## src/rtl/signed_divider_seq.sv

```systemverilog
// Iterative restoring divider: one quotient bit per clock, signed or unsigned per operation.
// Magnitudes are divided unsigned; signs are reapplied in a single fixup cycle.
module signed_divider_seq #(
    parameter int N = 4
) (
    input  logic         clk,
    input  logic         rst,
    input  logic         start,
    input  logic         signed_mode,
    input  logic [N-1:0] dividend,
    input  logic [N-1:0] divisor,
    output logic [N-1:0] quotient,
    output logic [N-1:0] remainder,
    output logic         busy,
    output logic         done,
    output logic         div_by_zero,
    output logic         overflow,
    output logic [1:0]   dbg_state
);
    // Handshake: start is a one-cycle request honoured only while busy=0; the result
    // is valid exactly in the single cycle done=1 and is held until the next result.

    localparam logic [1:0] IDLE   = 2'd0;
    localparam logic [1:0] DIVIDE = 2'd1;
    localparam logic [1:0] FIXUP  = 2'd2;
    localparam logic [1:0] DONE   = 2'd3;

    localparam int CW = $clog2(N);
    localparam logic [CW-1:0] LAST = CW'(N - 1);
    localparam logic [N-1:0] MOST_NEG = {1'b1, {(N-1){1'b0}}};

    logic [1:0]    state;
    logic [N:0]    p;
    logic [N-1:0]  q;
    logic [N-1:0]  dmag;
    logic [CW-1:0] cnt;
    logic          q_neg;
    logic          r_neg;
    logic          ovf_pend;

    logic          dd_neg;
    logic          dv_neg;
    logic [N-1:0]  dd_mag;
    logic [N-1:0]  dv_mag;
    logic [N:0]    shifted;
    logic [N:0]    trial;
    logic [N-1:0]  fix_q;
    logic [N-1:0]  fix_r;

    assign dd_neg = signed_mode & dividend[N-1];
    assign dv_neg = signed_mode & divisor[N-1];
    // The most negative value maps to itself, which reads correctly as an unsigned magnitude.
    assign dd_mag = dd_neg ? (~dividend + N'(1)) : dividend;
    assign dv_mag = dv_neg ? (~divisor + N'(1)) : divisor;

    assign shifted = {p[N-1:0], q[N-1]};
    assign trial   = shifted - {1'b0, dmag};

    assign fix_q = q_neg ? (~q + N'(1)) : q;
    assign fix_r = r_neg ? (~p[N-1:0] + N'(1)) : p[N-1:0];

    assign busy      = (state != IDLE);
    assign dbg_state = state;

    always_ff @(posedge clk or posedge rst) begin
        if (rst) begin
            state       <= IDLE;
            p           <= '0;
            q           <= '0;
            dmag        <= '0;
            cnt         <= '0;
            q_neg       <= 1'b0;
            r_neg       <= 1'b0;
            ovf_pend    <= 1'b0;
            quotient    <= '0;
            remainder   <= '0;
            done        <= 1'b0;
            div_by_zero <= 1'b0;
            overflow    <= 1'b0;
        end else begin
            done <= 1'b0;
            case (state)
                IDLE: begin
                    if (start) begin
                        if (divisor == '0) begin
                            quotient    <= '1;
                            remainder   <= dividend;
                            div_by_zero <= 1'b1;
                            overflow    <= 1'b0;
                            done        <= 1'b1;
                            state       <= DONE;
                        end else begin
                            p        <= '0;
                            q        <= dd_mag;
                            dmag     <= dv_mag;
                            q_neg    <= dd_neg ^ dv_neg;
                            r_neg    <= dd_neg;
                            ovf_pend <= signed_mode && (dividend == MOST_NEG) && (divisor == '1);
                            cnt      <= '0;
                            state    <= DIVIDE;
                        end
                    end
                end
                DIVIDE: begin
                    // Non-negative trial difference means the divisor fits: keep it, quotient bit 1.
                    if (!trial[N]) begin
                        p <= trial;
                        q <= {q[N-2:0], 1'b1};
                    end else begin
                        p <= shifted;
                        q <= {q[N-2:0], 1'b0};
                    end
                    cnt <= cnt + CW'(1);
                    if (cnt == LAST) state <= FIXUP;
                end
                FIXUP: begin
                    // Outputs load on this edge so they become visible together with done.
                    quotient    <= fix_q;
                    remainder   <= fix_r;
                    overflow    <= ovf_pend;
                    div_by_zero <= 1'b0;
                    done        <= 1'b1;
                    state       <= DONE;
                end
                default: begin
                    state <= IDLE;
                end
            endcase
        end
    end

endmodule

```

## config.mk

```make
export PLATFORM = sky130hd
export DESIGN_NAME = signed_divider_seq
export DESIGN_NICKNAME = d
export VERILOG_FILES = /design/src/rtl/signed_divider_seq.sv
export SDC_FILE = /design/constraint.sdc
export NUM_CORES = 1
export LEC_CHECK = 0
export ABC_AREA = 1
export CORE_MARGIN = 8
export CORE_UTILIZATION = 59
export DETAILED_ROUTE_END_ITERATION = 8
export MAX_ROUTING_LAYER = met4
export PLACE_DENSITY = 0.93
export SLEW_MARGIN = 10
export SYNTH_ARGS = -nofsm -noshare
export SYNTH_HDL_FRONTEND = slang
export SYNTH_SLANG_ARGS = --single-unit
```

## constraint.sdc

```tcl
create_clock -name clk -period 3.3 [get_ports clk]
set_input_delay 0.66 -clock clk [delete_from_list [all_inputs] [get_ports clk]]
set_output_delay 0.66 -clock clk [all_outputs]
set_load 0.05 [all_outputs]
```

Yosys cells after proc, flatten, opt, wreduce, memory -nomap -nowiden --
Index checks and enable logic that the tools add are counted. Widths: inputs -> output; s select.
Cells by class: add/subtract/negate cells 6, bitwise gates (word level) 8, multiplexer cells 34, reductions and logical operators 11, eq/ne operators 9
Operator list (number):
- $mux 4 | 13
- $pmux 4 s2 | 4
- $add 4x1->4 const B | 4
- $not 4->4 | 4
- $mux 2 | 5
- $reduce_and 3->1 | 3
- $eq 4x4->1 const B | 2
- $ne 2x2->1 const B | 4
- $mux 1 | 7
- $pmux 1 s2 | 3
- $pmux 2 s3 | 1
- $reduce_bool 2->1 | 3
- $sub 5x4->5 | 1
- $eq 2x2->1 const B | 2
- $logic_not 4->1 | 1
- $pmux 2 s2 | 1
- $add 2x1->2 const B | 1
- $and 1x1->1 | 2
- $eq 2x1->1 const B | 1
- $logic_and 1x1->1 | 2
- $logic_not 2->1 | 1
- $reduce_and 2->1 | 1
- $not 1->1 | 1
- $xor 1x1->1 | 1
Word-level totals: bits in registers 30, bits of input ports 12, output and inout bits 14

Logic depth before layout (Yosys ltp) --
Gate-level depths: netlist (run 1).
word-level depth 6, mapped depth 11, mapped depth without buffers 11

Least setup slack after synthesis (run 1) --
OpenSTA, ideal clock, no wires.
path type reg-to-output, start point register state[0] (netlist: dbg_state[0]), end point output port busy, cell stages (with the launch flop) 5, setup slack 1131 ps, arrival 1509 ps, required time 2640 ps, buffers on the path 1, cell sequence dfrtp_1 inv_1 ha_1 buf_4 inv_1
On the way: longest elaborated chain between the ends 1
RTL lines:
- start: declaration | line 32 | logic [1:0] state;
- start signal: assignment | line 67 | state <= IDLE;
- start signal: assignment | line 91 | state <= DONE;
- start signal: assignment | line 100 | state <= DIVIDE;
- $reduce_bool 2->1 | line 62 | assign busy = (state != IDLE);
- end: declaration | line 14 | output logic busy,
Every way passes these cells.

Worst setup path in the final report (run 1) --
Same ends and word-level chain as after synthesis.

==> metrics.md, run 1 <==
| Metric | Value |
|---|---|
| Crit-path cells | inv_1 > ha_1 > inv_1 > clkdlybuf4s50_1 |
| Die Wd | 72.5 microns |
| Sw frac | 51.1% |
| Avg Cell Area, Syn | 7.66 sq um |
| Iteration-0 DRC Markers | between 100 and 150 |
| Final setup margin | about 430 ps |
| NumNets Final | 303 |
| Die height | 72.5 microns |
| Final Skew | approximately 6.3 ps |
| Clock tree root buffer cell | clkbuf_4 |
| Min cycle time layout | between 2000 and 3000 ps |
| Largest family of logic cells by synthesized area | simple AND/OR/NAND/NOR gates |
| # H-tree levels | 2 |
| Clk Latency, worst-skew pair | around 340 ps |
| Routed vias/inst | between 5 and 6 |
| Largest stage delay on the critical path | 730 ps |
| Worst slew margin | roughly two thirds |
| Routed wire length per instance | roughly 13 microns |
| Top Ports | 26 |
| Synth Register Bits | 30 |
| First-pass GRT wire length | 7.39 mm |
| Clock power frac | 12.0% |
| First drt pass iteration count | 4 |
| Post-Route WL | 4.21 mm |
| Routed Antenna Nets | 0 |
| Simple-gate portion of the synthesized area | 26.8% |
| Initial antenna violation count | 0 |
| Antenna diodes | 0 |
| Grt ovf | 0 |
| Placer Congestion | 0.870 |
| Starting density of the core | 61.8% |
| Max clock buf depth | 2 |
| Synthesized area | 1890 sq um |
| Most frequent cells in the layout | nand2_1, inv_1, dfrtp_1 |
| Synth Area in Compound Gates | 12.9% |
| Core area | ~3000 sq um |
| Post-cts hold buffer count | 0 |
| Final setup violation count | 0 |
| Synth cell types | 26 |
| Multiplexer share of the synthesized area | 0% |
| Standard-cell rows | 20 |
| Final cell count without fillers | 321 |
| Fmax achieved | 349 MHz |
| Via count | 1,712 |
| Area grow syn2layout | 19.3% |
| Clock-pin slew on the worst setup and hold paths | roughly 100 ps |
| Max cap viols | 0 |
| Post-synth net total | 273 |
| CTS Buf Count | 5 |
| Cell mode on critical path | inv_1 |
| Yosys warnings | 0 |
| Placed cells | 313 |
| Status | completed |
| P_int | around 1.2 mW |
| Commonest non-fill, non-tap cell in the layout | nand2_1 |
| Leak | 1.13 nW |
| Critical Path RT | 2640 ps |
| Post-DP HPWL | 3.19 mm |
| Xor and xnor area share after synthesis | about 1.4% |
| Post-synth top area cell | dfrtp_1 |
| Number of fill cells in the layout | 239 |
| # clock sinks | 30 |
| CTS tree | done |
| Synth Instances | 246 |
| Largest net degree at the start of global routing | 31 |
| Final hold violation count | 0 |
| Fin crit share | 86.8% |
| Flop pwr share | 25.5% |
| Critical path class | flip-flop to output port |
| Die ar. | 5260 sq um |
| Slew Limit Fails | 0 |
| Final TNS setup | 0 ps |
| HP Class | flip-flop to flip-flop |
| Net Sw Power | approximately 1.3 mW |
| Crit path capture type | output port |
| Gate power share | 62.5% |
| Postcts setup bufs | 0 |
| Place WS | approximately 810 ps |
| Ranking of synthesized cells by area | dfrtp_1, nand2_1, ha_1 |
| CTS resizes | 0 |
| Sequential area share after synthesis | 39.8% |
| Worst-path cell with the longest stage delay | clkdlybuf4s50_1 |
| Synth top area share | 39.8% |
| Total global-route track usage | between 10% and 20% |
| Worst slew pin tran | about 500 ps |
| Adder-cell area share of the yosys netlist | 10.4% |
| Share of cells above drive strength 1 | 8.66% |
| Number of global-route vias before repair | 1,725 |
| # DRC | 0 |
| Pwr Density | 1090 nW/um^2 |
| WP data arrival | approximately 2200 ps |
| Unrepaired setup endpoints after global routing | false |
| Port Buf Inserts | 25 |
| Critical path fanouts, max | 8 |
| Startpoint Class | flip-flop |
| Peak VDD IR | 0.000667 V |
## worst max-delay path, delay by kind of cell, from the launching register on
kind | cells | cell delay [ps]
flip-flops | 1 | 430
adder cells (fa/ha/maj) | 1 | 470
buffers and inverters | 3 | 970
## metrics by stage
step	hold slack [ps]	util, %	total power [mW]	instance area, sq um
CTS	488	73.7	2.44	2250
global route	516	73.7	2.66	2250
global placement	460	71.1	2.08	2170
detailed placement	465	71.1	2.13	2170
finish	485	73.7	2.45	2250
floorplan	442	-	1.78	1890
## cell usage after synthesis (all sizes together)
library cell / n
xor2: 1
buf: 3
o211ai: 1
ha: 14
nand3b: 1
nand2: 70
nor2: 18
xnor2: 2
fa: 1
o22ai: 2
inv: 37
nand3: 27
nor3: 2
a21oi: 10
dfrtp: 30
o21ai: 27
## final timing paths
path,start,end,slack [ps],depth (start not counted)
worst max register to register,q[3]$_DFFE_PP0P_,p[1]$_DFFE_PP0P_,1350,10
worst max-delay path,dbg_state[0]$_DFFE_PP0P_,busy,430,4
min in group asynchronous,rst,p[2]$_DFFE_PP0P_,680,3
max in group asynchronous,rst,dmag[0]$_DFFE_PP0P_,2340,3
worst min-delay path,remainder[3]$_DFFE_PP0P_,remainder[3]$_DFFE_PP0P_,490,2
worst min register to register,remainder[3]$_DFFE_PP0P_,remainder[3]$_DFFE_PP0P_,490,2
## final cells by class
| cell class | instances | area [sq um] | share of cell area, % |
|---|---|---|---|
| well taps | 44 | 55.1 | 2.45 |
| flip-flops and latches | 30 | 751 | 33.4 |
| inverters | 37 | 139 | 6.17 |
| repair buffers | 26 | 258 | 11.5 |
| clock buffers | 5 | 37.5 | 1.67 |
| multi-input cells | 176 | 970 | 43.1 |
| clock inverters | 3 | 40.0 | 1.78 |
## power groups by stage
| stage | combinational (mW) | sequential [mW] | clock (mW) |
|---|---|---|---|
| final | 1.53 | 0.625 | 0.293 |
| after global routing | 1.70 | 0.640 | 0.317 |
| after CTS | 1.52 | 0.625 | 0.296 |
| after detailed placement | 1.50 | 0.631 | 0 |
| after global placement | 1.46 | 0.620 | 0 |
| after floorplan | 0.927 | 0.850 | 0 |
## logic make-up after synthesis
kind of cell / after synthesis
AO/OA/AOI/OAI: 40
XOR/XNOR: 3
adder cells (fa/ha/maj): 15
buffers and inverters: 40
flip-flops: 30
AND/OR/NAND/NOR: 118
## registers in the layout, summed over array words and instances, names as in the netlist
register,count
dmag,4
p,4
q,4
quotient,4
remainder,4
cnt,2
dbg_state,2
div_by_zero,1
done,1
overflow,1
ovf_pend,1
q_neg,1
r_neg,1
## per-layer routing
layer | share of wire [%] | track usage (%) | wire [microns] | vias to the layer above
met4 | 1.8 | 7.78 | 74 | 0
li1 | - | - | - | 856
met5 | 0 | - | 0 | -
met1 | 43 | 21.1 | 1830 | 764
met3 | 8.6 | 5.23 | 364 | 11
met2 | 46 | 28.7 | 1940 | 81
Note: power is estimated with default switching activity, not from simulation.
==> run 2, diff against run 1 <==
clock period = 3.7 ns   (was 3.3 ns; I/O delays follow)
==> metrics.md, run 2 (synthesis results as in run 1) <==
| Metric | Value |
|---|---|
| Antenna diodes | 0 |
| Status | completed |
| Min cycle time layout | between 2000 and 3000 ps |
| Routed vias/inst | 5.33 |
| Clock-pin slew on the worst setup and hold paths | 100 ps |
| Clock tree root buffer cell | clkbuf_4 |
| Worst reg2reg path depth | 10 |
| Placed cells | 312 |
| Iteration-0 DRC Markers | about 130 |
| Grt ovf | 0 |
| Worst slew pin tran | around 1000 ps |
| CTS tree | done |
| Die Wd | 72.5 microns |
| Startpoint Class | flip-flop |
| Met3 Track Usage GR | under 10% |
| Final cell count without fillers | 320 |
| Hold Crit Depth | 1 |
| # clock sinks | 30 |
| Most frequent cells in the layout | nand2_1, inv_1, dfrtp_1 |
| Peak VDD IR | approximately 0.00053 V |
| Routed Antenna Nets | 0 |
| Core area | 3050 sq um |
| Final Skew | about 8.5 ps |
| Die ar. | approximately 5300 sq um |
| Met1 usage | between 20 and 25% |
| Standard-cell rows | 20 |
| Met2 Use GR | 30.4% |
| Commonest non-fill, non-tap cell in the layout | nand2_1 |
| CTS Buf Count | 5 |
| Slew Limit Fails | 0 |
| # DRC | 0 |
| Max clock buf depth | 2 |
| Post-DP HPWL | 3.28 mm |
| Largest net degree at the start of global routing | 31 |
| Routed wire length per instance | 13.6 microns |
| NumNets Final | 302 |
| Fin crit share | 79.4% |
| Clk Latency, worst-skew pair | 340 ps |
| Post-cts hold buffer count | 0 |
| Unrepaired setup endpoints after global routing | false |
| Fin util | 73.4% |
| Crit path capture type | output port |
| Number of fill cells in the layout | 248 |
| GRT busiest layer | met2 |
| HP Class | flip-flop to flip-flop |
| Post-Route WL | 4.34 mm |
| Area grow syn2layout | 18.9% |
| Total global-route track usage | about 19% |
| Top Ports | 26 |
| Via count | 1,705 |
| Pwr Density | just under 1000 nW/um^2 |
| CTS resizes | 0 |
| WP data arrival | 2200 ps |
| Critical path class | flip-flop to output port |
| Placer Congestion | 0.868 |
| Final TNS setup | 0 ps |
| First drt pass iteration count | 4 |
| Die height | between 70 and 80 microns |
| Worst slew margin | 30.3% |
| Postcts setup bufs | 0 |
| Leak | ~1.1 nW |
| Max cap viols | 0 |
| # H-tree levels | 2 |
| Critical path fanouts, max | 8 |
| Number of global-route vias before repair | 1,769 |
| Share of cells above drive strength 1 | 8.33% |
| First-pass GRT wire length | 7.48 mm |
| Port Buf Inserts | 25 |
| Worst hold slack | slightly below 500 ps |
| Initial antenna violation count | 0 |
| Final setup violation count | 0 |
| Critical Path RT | just under 3000 ps |
| Starting density of the core | 61.8% |
| Fmax achieved | 340 MHz |
| Final hold violation count | 0 |
-- run 2: cell types whose count changed in the layout (fill, tap and decap cells not counted), sizes merged --
cell	change
inv	-1
buf	-1
clkinv	+1
-- run 2: layout make-up --
| cell class | instances | area (sq um) | area share [%] |
|---|---|---|---|
| flip-flops and latches | 30 | 751 | 33.5 |
| clock buffers | 5 | 37.5 | 1.67 |
| well taps | 44 | 55.1 | 2.46 |
| clock inverters | 3 | 40.0 | 1.79 |
| multi-input cells | 176 | 970 | 43.2 |
| repair buffers | 25 | 250 | 11.2 |
| inverters | 37 | 139 | 6.19 |
-- run 2: worst max-delay path: stages, from the launching register on --
cell and delay (ps):
dfrtp_1 430, inv_1 120, ha_1 470, inv_1 110
clkdlybuf4s50_1 720
-- run 2: power by group --
part,leakage [nW],internal (mW),switching [mW]
sequential,0.369,0.471,0.0856
combinational,0.707,0.454,0.916
clock,0.0450,0.140,0.122
total,1.12,1.06,1.12
-- run 2: path summary, 6_finish.rpt --
kind	end	startpoint	slack [ps]
max	busy	dbg_state[0]$_DFFE_PP0P_	760
min	cnt[0]$_DFFE_PP0P_	cnt[0]$_DFFE_PP0P_	490
max reg2reg	p[1]$_DFFE_PP0P_	q[3]$_DFFE_PP0P_	1720
min reg2reg	cnt[0]$_DFFE_PP0P_	cnt[0]$_DFFE_PP0P_	490
max in group asynchronous	dmag[2]$_DFFE_PP0P_	rst	2390
min in group asynchronous	p[2]$_DFFE_PP0P_	rst	830
-- run 2: metrics by stage --
| stage | setup slack, ps | power [mW] | instance area [sq um] |
|---|---|---|---|
| after floorplan | 1450 | 1.58 | 1890 |
| after global placement | 1190 | 1.86 | 2160 |
| after detailed placement | 1150 | 1.91 | 2160 |
| after CTS | 752 | 2.19 | 2240 |
| after global routing | 665 | 2.38 | 2240 |
| final | 761 | 2.19 | 2240 |
-- run 2: layer usage --
metal | wire, microns | vias up
li1 | - | 849
met1 | 1830 | 766
met2 | 2030 | 76
met3 | 374 | 14
met4 | 103 | 0
met5 | 0 | -
